<file path="src/rtl/timestamp_reader.sv">
// timestamp_reader: host-side master for the triggerer serial timestamp port.
// It watches DAT_RDY and, when set, raises DAT_ENA and clocks one word out MSB-first on DAT_CLK.
// Each assembled word is handed downstream over a valid/ready interface.
// Optional feature: define TRIGG_READER_EXTEND_EN to prepend an EXT_WIDTH-bit epoch.
// The epoch counts wraps of the raw counter.
//
// state | meaning
// IDLE  | waiting for rdy_s and room in the output register
// ENA   | dat_ena high, dat_clk low; the device loads its word
// SHI   | dat_clk high; sample dat_in on the last cycle
// SLO   | dat_clk low; the device shifts the next bit out
// DONE  | one cycle: publish the word, drop dat_ena
// GUARD | hold off while the device's DAT_RDY catches up with the pop

module timestamp_reader #(
   parameter int TS_WIDTH    = 24,
   parameter int HALF_PERIOD = 4,
   parameter int GUARD_CYC   = 8
`ifdef TRIGG_READER_EXTEND_EN
   , parameter int EXT_WIDTH = 8
   , localparam int OUT_W    = TS_WIDTH + EXT_WIDTH
`else
   , localparam int OUT_W    = TS_WIDTH
`endif
) (
   input  logic             clk,
   input  logic             rst,
   input  logic             dat_rdy,
   input  logic             dat_in,
   output logic             dat_ena,
   output logic             dat_clk,
   output logic [OUT_W-1:0] ts_word,
   output logic             ts_valid,
   input  logic             ts_ready,
   output logic             busy
);

   localparam int DIV_W = $clog2(HALF_PERIOD + 1);
   localparam int BIT_W = $clog2(TS_WIDTH + 1);
   localparam int GRD_W = $clog2(GUARD_CYC + 1);
   localparam logic [DIV_W-1:0] DIV_LOAD = DIV_W'(HALF_PERIOD - 1);
   localparam logic [BIT_W-1:0] BIT_LOAD = BIT_W'(TS_WIDTH);
   localparam logic [GRD_W-1:0] GRD_LOAD = GRD_W'(GUARD_CYC - 1);

   typedef enum logic [2:0] {
      S_IDLE, S_ENA, S_SHI, S_SLO, S_DONE, S_GUARD
   } state_t;

   state_t              state_q, state_d;
   logic                rdy_s1_q, rdy_s_q;
   logic                din_s1_q, din_s_q;
   logic [DIV_W-1:0]    div_q, div_d;
   logic [BIT_W-1:0]    bit_q, bit_d;
   logic [GRD_W-1:0]    grd_q, grd_d;
   logic [TS_WIDTH-1:0] shreg_q, shreg_d;
   logic [OUT_W-1:0]    ts_word_q, ts_word_d;
   logic                ts_valid_q, ts_valid_d;
   logic                dat_ena_q, dat_ena_d;
   logic                dat_clk_q, dat_clk_d;
`ifdef TRIGG_READER_EXTEND_EN
   logic [EXT_WIDTH-1:0] epoch_q, epoch_d;
   logic [TS_WIDTH-1:0]  prev_q, prev_d;
`endif

   // Next-state, counters, shift register and output word
   always_comb begin
      state_d    = state_q;
      div_d      = div_q;
      bit_d      = bit_q;
      grd_d      = grd_q;
      shreg_d    = shreg_q;
      ts_word_d  = ts_word_q;
      ts_valid_d = ts_valid_q;
`ifdef TRIGG_READER_EXTEND_EN
      epoch_d    = epoch_q;
      prev_d     = prev_q;
`endif
      if (ts_valid_q && ts_ready) begin
         ts_valid_d = 1'b0;
      end
      case (state_q)
         S_IDLE: begin
            // A pending unaccepted word blocks the fetch; the device keeps its word queued.
            if (rdy_s_q && (!ts_valid_q || ts_ready)) begin
               state_d = S_ENA;
               bit_d   = BIT_LOAD;
            end
         end
         S_ENA: begin
            if (div_q == '0) state_d = S_SHI;
         end
         S_SHI: begin
            if (div_q == '0) begin
               shreg_d = {shreg_q[TS_WIDTH-2:0], din_s_q};
               bit_d   = bit_q - BIT_W'(1);
               state_d = (bit_q == BIT_W'(1)) ? S_DONE : S_SLO;
            end
         end
         S_SLO: begin
            if (div_q == '0) state_d = S_SHI;
         end
         S_DONE: begin
`ifdef TRIGG_READER_EXTEND_EN
            if (shreg_q < prev_q) epoch_d = epoch_q + EXT_WIDTH'(1);
            prev_d    = shreg_q;
            ts_word_d = {epoch_d, shreg_q};
`else
            ts_word_d = shreg_q;
`endif
            ts_valid_d = 1'b1;
            state_d    = S_GUARD;
         end
         S_GUARD: begin
            if (grd_q == '0) state_d = S_IDLE;
            else             grd_d   = grd_q - GRD_W'(1);
         end
         default: state_d = S_IDLE;
      endcase
      if (state_d != state_q) begin
         div_d = DIV_LOAD;
      end else if (div_q != '0) begin
         div_d = div_q - DIV_W'(1);
      end
      if (state_d == S_GUARD && state_q != S_GUARD) begin
         grd_d = GRD_LOAD;
      end
      dat_ena_d = (state_d == S_ENA) || (state_d == S_SHI) || (state_d == S_SLO);
      dat_clk_d = (state_d == S_SHI);
   end

   // State, synchronisers and registered pin outputs
   always_ff @(posedge clk) begin
      if (rst) begin
         state_q    <= S_IDLE;
         rdy_s1_q   <= 1'b0;
         rdy_s_q    <= 1'b0;
         din_s1_q   <= 1'b0;
         din_s_q    <= 1'b0;
         div_q      <= '0;
         bit_q      <= '0;
         grd_q      <= '0;
         shreg_q    <= '0;
         ts_word_q  <= '0;
         ts_valid_q <= 1'b0;
         dat_ena_q  <= 1'b0;
         dat_clk_q  <= 1'b0;
`ifdef TRIGG_READER_EXTEND_EN
         epoch_q    <= '0;
         prev_q     <= '0;
`endif
      end else begin
         state_q    <= state_d;
         rdy_s1_q   <= dat_rdy;
         rdy_s_q    <= rdy_s1_q;
         din_s1_q   <= dat_in;
         din_s_q    <= din_s1_q;
         div_q      <= div_d;
         bit_q      <= bit_d;
         grd_q      <= grd_d;
         shreg_q    <= shreg_d;
         ts_word_q  <= ts_word_d;
         ts_valid_q <= ts_valid_d;
         dat_ena_q  <= dat_ena_d;
         dat_clk_q  <= dat_clk_d;
`ifdef TRIGG_READER_EXTEND_EN
         epoch_q    <= epoch_d;
         prev_q     <= prev_d;
`endif
      end
   end

   assign dat_ena  = dat_ena_q;
   assign dat_clk  = dat_clk_q;
   assign ts_word  = ts_word_q;
   assign ts_valid = ts_valid_q;
   assign busy     = (state_q != S_IDLE);

endmodule

</file>
<file path="config.mk">
export PLATFORM = sky130hd
export DESIGN_NAME = timestamp_reader
export DESIGN_NICKNAME = d
export VERILOG_FILES = /design/src/rtl/timestamp_reader.sv
export SDC_FILE = /design/constraint.sdc
export NUM_CORES = 1
export LEC_CHECK = 0
export ABC_AREA = 1
export CAP_MARGIN = 25
export CORE_ASPECT_RATIO = 0.7
export CORE_MARGIN = 3
export CORE_UTILIZATION = 55
export CTS_CLUSTER_SIZE = 25
export DETAILED_ROUTE_END_ITERATION = 16
export PLACE_DENSITY = 0.76
export SLEW_MARGIN = 20
export SYNTH_ARGS = -nofsm -noshare
export SYNTH_HDL_FRONTEND = slang
export SYNTH_SLANG_ARGS = --single-unit
</file>
<file path="constraint.sdc">
create_clock -name clk -period 1.7 [get_ports clk]
set_clock_uncertainty 0.1 [all_clocks]
set_input_delay 0.34 -clock clk [delete_from_list [all_inputs] [get_ports clk]]
set_output_delay 0.34 -clock clk [all_outputs]
set_load 0.005 [all_outputs]
</file>
Yosys cells after proc, flatten, opt, wreduce, memory -nomap -nowiden
Cells that the tools add are included.
{ "word_totals": {"register_bits": 70, "output_inout_bits": 28, "inputBits": 5, "elab_cells": 73} }
{ "classes": {"mux": 16, "eq_ne": 15, "bitwise_logic": 1, "addsub": 3, "n_reduce_logical": 23} }
{ "op_table": {"columns": ["cell", "n"], "rows": [
  ["3-bit two-way mux", 8],
  ["3-bit case mux with 5 select lines", 1],
  ["3-bit by 2-bit equality test with 1-bit output (second input constant)", 4],
  ["5-bit two-way mux", 2],
  ["5-bit case mux with 2 select lines", 1],
  ["3-bit equality test (second input constant)", 3],
  ["2-bit nonzero test", 4],
  ["3-bit by 1-bit equality test with 1-bit output (second input constant)", 2],
  ["3-bit zero test", 2],
  ["2-bit AND reduction", 3],
  ["3-bit nonzero test", 2],
  ["2-bit OR reduction", 3],
  ["5-bit by 1-bit equality test with 1-bit output (second input constant)", 1],
  ["5-bit by 1-bit subtractor with 5-bit output (second input constant)", 1],
  ["4-bit zero test", 1],
  ["2-bit two-way mux", 2],
  ["2-bit != test (second input constant)", 2],
  ["4-bit by 1-bit subtractor with 4-bit output (second input constant)", 1],
  ["1-bit logical AND", 3],
  ["1-bit logical OR", 3],
  ["3-bit != test", 1],
  ["3-bit != test (second input constant)", 1],
  ["3-bit AND reduction", 1],
  ["3-bit by 1-bit subtractor with 3-bit output (second input constant)", 1],
  ["other kinds (4)", 5]
]} }

Longest topological paths before layout
{ "logic_depth": {"word_depth": 9, "mapped_depth": 13, "ltp_nobuf": 13} }

Worst setup path before layout
No wires, ideal clock.
{ "synth_path": {"path_kind": "register to register", "from": "register div_q[0]", "to": "register div_q[0]", "path_buffers": 0, "path_stages_with_launch": 14, "t_required_ns": 1.491, "setup_slack_ns": 0.175, "t_arrival_ns": 1.316, "cell_sequence": "dfxtp_1 > inv_1 > ha_1 > inv_1 > nor2_4 > inv_2 > nand2_1 > nand3_1 > nand3_2 > nand2_1 > nand2_2 > nand3_1 > nand2_1 > inv_1"} }
{ "synth_between": {"elab_chain_len": 5} }
{ "synth_rtl": {"columns": ["item", "line", "text"], "rows": [
  ["from (decl)", "52", "logic [DIV_W-1:0] div_q, div_d;"],
  ["from (signal assigned)", "157", "div_q <= div_d;"],
  ["3-bit zero test", "90, 93, 100", null],
  ["3-bit two-way mux (on tied branches)", "90, 100, 93", null],
  ["3-bit case mux with 5 select lines", "81", "case (state_q)"],
  ["3-bit != test", "119", "if (state_d != state_q) begin"],
  ["2-bit two-way mux or 2-bit nonzero test (tied branches)", null, null]
]} }
Several ways; a longest one is shown, not always the timed one. The select of a mux whose other input is x is not followed.
A chain may end at the register's enable or synchronous reset.

Worst setup path in the final report
{ "layout_path": {"from": "register div_q[0]", "to": "register div_q[1]"} }
Same word-level chain as after synthesis.

==> results.tsv <==
metric	value	unit
final design utilization	0.763	
via count of the first global-routing pass	2173	
Chip Height	65.4	um
Final Instance Count excl. Fillers	472	
wire per inst	11.7	um
number of input and output port buffers inserted	32	
Via-to-Cell Ratio	4.89	
Synth Area in Compound Gates	0.131	
warnings from Yosys	0	
arrival time at the worst endpoint	1.77	ns
combinational family with the most area after synthesis	simple AND/OR/NAND/NOR gates	
Netlist cell types	28	
# placed instances	452	
boundary pin count	33	
post-layout instance area	3490	sq um
CP startpoint kind	flip-flop	
dpl ws	-0.0789	ns
transition time of the tightest slew-check pin	0.476	ns
Yosys top cell by area	sky130_fd_sc_hd__dfxtp_1	
initial antenna violation count	0	
starting density of the core	0.605	
timing-limited maximum frequency	611	MHz
final clock period utilization by the worst path	0.963	
die boundary width	90.8	um
final wirelength	5530	um
Yosys top cell area share	0.506	
count of endpoints failing setup in the final report	0	
number of slew-limit violations in the final report	0	
worst min-delay path category	reg2reg	
power density over cell area	1120	nW/um^2
insertion delay of the later-clocked pin in the worst-skew pair	0.33	ns
total die area	5940	sq um
Avg Synthesized Cell Area	7.76	sq um
net switching share of the total power	0.288	
Pwr Total	3.90	mW
final net count	411	
endpoint class of the critical path	flip-flop	
Ant. Diodes	0	
clock power share	0.325	
detailed placer's ending HPWL	3540	um
sequential area share after synthesis	0.506	
Vias	2310	
core region area	4580	sq um
library cell used as clock root buffer	sky130_fd_sc_hd__clkbuf_8	
CTS Sinks	70	
CTS clk-pin slew, worst paths	0.07	ns
worst-path fanout max	6	
post-synthesis to final-layout area growth	26.2	%
Worst IR Drop VDD	0.608	mV
final hold violations	0	
share of power burned in registers	0.466	
DR iter-0 viols	137	
clock tree from TritonCTS	done	
placed inst area	3210	sq um
number of optimization iterations in the first detailed-route pass	4	
net switching component of the power	1.12	mW
Routability Congestion	0.809	
CP required	1.83	ns
wire length of the first global-routing pass	9780	um
pin count of the biggest net entering global routing	60	
remaining number of nets flagged by the antenna check after routing	0	
Tmin final	1.64	ns
Gate power share	0.209	
number of instances in the synthesized netlist	357	
Static Leakage	1.58	nW
Overall Global Routing Usage	0.205	
worst path setup slack after routing	0.0621	ns
Int Pwr	2.78	mW
run status	completed	
TritonCTS buffer count	9	
largest cells by area after synthesis	sky130_fd_sc_hd__dfxtp_1 51%, sky130_fd_sc_hd__nor2_1 15%, sky130_fd_sc_hd__o21ai_0 9.9%, sky130_fd_sc_hd__inv_1 3.5%, sky130_fd_sc_hd__nand2_1 2.4%	
XOR/XNOR Fraction of Synth Area	0.0154	
post-synthesis mux area share	0	
Filler cells	361	
fraction of layout cells with a size suffix above 1	0.175	
number of remaining DRC errors	0	
cell row count	20	
number of buffers on the longest clock path	2	
synthesized cell area	2770	sq um
Yosys reg bits	70	
number of maximum-capacitance constraint violations	0	
global route overflow	0	
unrepaired setup endpoints after global routing	true	
class of the most critical setup path	reg2reg	
Synthesized Nets	367	
htree depth	3	
relative slew slack	0.683	
Synth Area in Simple Gates	0.254	
Synth Area in Adders	0.0226	
## cells in the final DEF (no fill, tap or decap), types with 3 or more instances in the layout
cell                              synthesis  layout
sky130_fd_sc_hd__ha_1                     5       4
sky130_fd_sc_hd__nand2_2                  5       7
sky130_fd_sc_hd__xor2_1                   3       3
sky130_fd_sc_hd__o21ai_1                  3       5
sky130_fd_sc_hd__clkbuf_8                 0       9
sky130_fd_sc_hd__clkinv_2                 0       3
sky130_fd_sc_hd__dfxtp_1                 70      66
sky130_fd_sc_hd__inv_1                   26      23
sky130_fd_sc_hd__nand2_4                  4       4
sky130_fd_sc_hd__o21ai_0                 55      52
sky130_fd_sc_hd__buf_4                    0      12
sky130_fd_sc_hd__nand2_1                 18      16
sky130_fd_sc_hd__clkdlybuf4s50_1          0      31
sky130_fd_sc_hd__clkinv_4                 1       3
sky130_fd_sc_hd__nor2_2                   2       4
sky130_fd_sc_hd__buf_6                    0       3
sky130_fd_sc_hd__inv_2                    6       8
sky130_fd_sc_hd__nand3_2                  4       5
sky130_fd_sc_hd__a21oi_1                  7       7
sky130_fd_sc_hd__nand3_1                  9       7
sky130_fd_sc_hd__nor2_1                 114     112
## routing by layer
metal  part of all wire  GRT usage  vias to the layer above
met3              0.046     0.0492                        7
met4              0.012     0.0827                        0
met1               0.49      0.275                     1039
met2               0.45      0.322                       51
met5                  0          0                        -
li1                   -          -                     1213
## power by group through the flow
stage | Combinational [mW] | Clock (mW) | Sequential (mW)
after floorplan | 0.467 | 0 | 1.83
after global placement | 0.620 | 0 | 1.84
after detailed placement | 0.640 | 0 | 1.85
after CTS | 0.706 | 1.29 | 1.81
after global routing | 0.916 | 1.38 | 1.83
final | 0.814 | 1.27 | 1.82
## Yosys cell counts (all sizes together)
cell	instances
a211oi	1
a21boi	1
a21oi	7
and2	1
buf	8
clkbuf	7
clkinv	1
dfxtp	70
ha	5
inv	32
nand2	27
nand3	13
nand4	1
nor2	118
o211ai	1
o21ai	58
o21bai	1
o22ai	1
xor2	4
## sequential cells by signal (all words and copies together), names as in the netlist
register,flops
shreg_q,24
dat_clk,1
din_s_q,1
dat_ena,1
bit_q,5
state_q,3
grd_q,4
rdy_s_q,1
din_s1_q,1
ts_valid,1
ts_word,24
div_q,3
rdy_s1_q,1
## repair_timing
item                                    4_1_cts  5_1_grt
gates resized for setup                      15       12
hold buffers                                  0        0
setup buffers                                 1        3
endpoints found under the setup margin        4       31
pin swaps                                     5        3
## cell type report
type | count | area, sq um | share of cell area
clock buffer | 10 | 128 | 0.0365
clock inverter | 6 | 62.6 | 0.0179
inverter | 33 | 131 | 0.0376
multi-input combinational | 239 | 1210 | 0.348
sequential | 70 | 1410 | 0.404
tap | 66 | 82.6 | 0.0236
timing repair buffer | 48 | 463 | 0.133
## critical path, cell delays in order, from the launching register on
cell and delay, ns:
sky130_fd_sc_hd__dfxtp_2 0.33, sky130_fd_sc_hd__inv_2 0.08, sky130_fd_sc_hd__ha_4 0.13, sky130_fd_sc_hd__inv_2 0.04
sky130_fd_sc_hd__nor2_4 0.23, sky130_fd_sc_hd__nand3_4 0.13, sky130_fd_sc_hd__nand2_2 0.08, sky130_fd_sc_hd__nand2_2 0.06
sky130_fd_sc_hd__xor2_2 0.16, sky130_fd_sc_hd__nand3_1 0.10, sky130_fd_sc_hd__nand2_1 0.06, sky130_fd_sc_hd__inv_1 0.03
## worst paths after layout
kind | depth (start not counted) | end | from | slack, ns
worst max-delay path | 11 | div_q[1]$_SDFFE_PP0P_ | div_q[0]$_SDFFE_PP0P_ | 0.06
worst min-delay path | 2 | rdy_s_q$_SDFF_PP0_ | rdy_s1_q$_SDFF_PP0_ | 0.31
worst max register to register | 11 | div_q[1]$_SDFFE_PP0P_ | div_q[0]$_SDFFE_PP0P_ | 0.06
worst min register to register | 2 | rdy_s_q$_SDFF_PP0_ | rdy_s1_q$_SDFF_PP0_ | 0.31
## stage by stage
stage | hold WS (ns) | TNS, ns
4_1_cts | 0.311 | 0
5_1_grt | 0.331 | -0.197
3_3_place_gp | 0.291 | -0.132
3_5_place_dp | 0.300 | -0.333
6_report | 0.307 | 0
2_1_floorplan | 0.288 | 0
## cell families after synthesis
| family | after synthesis |
|---|---|
| AO/OA/AOI/OAI | 70 |
| XOR/XNOR | 4 |
| adder cells (fa/ha/maj) | 5 |
| buffers and inverters | 48 |
| flip-flops | 70 |
| AND/OR/NAND/NOR | 160 |
(Power assumes the default switching activity.)
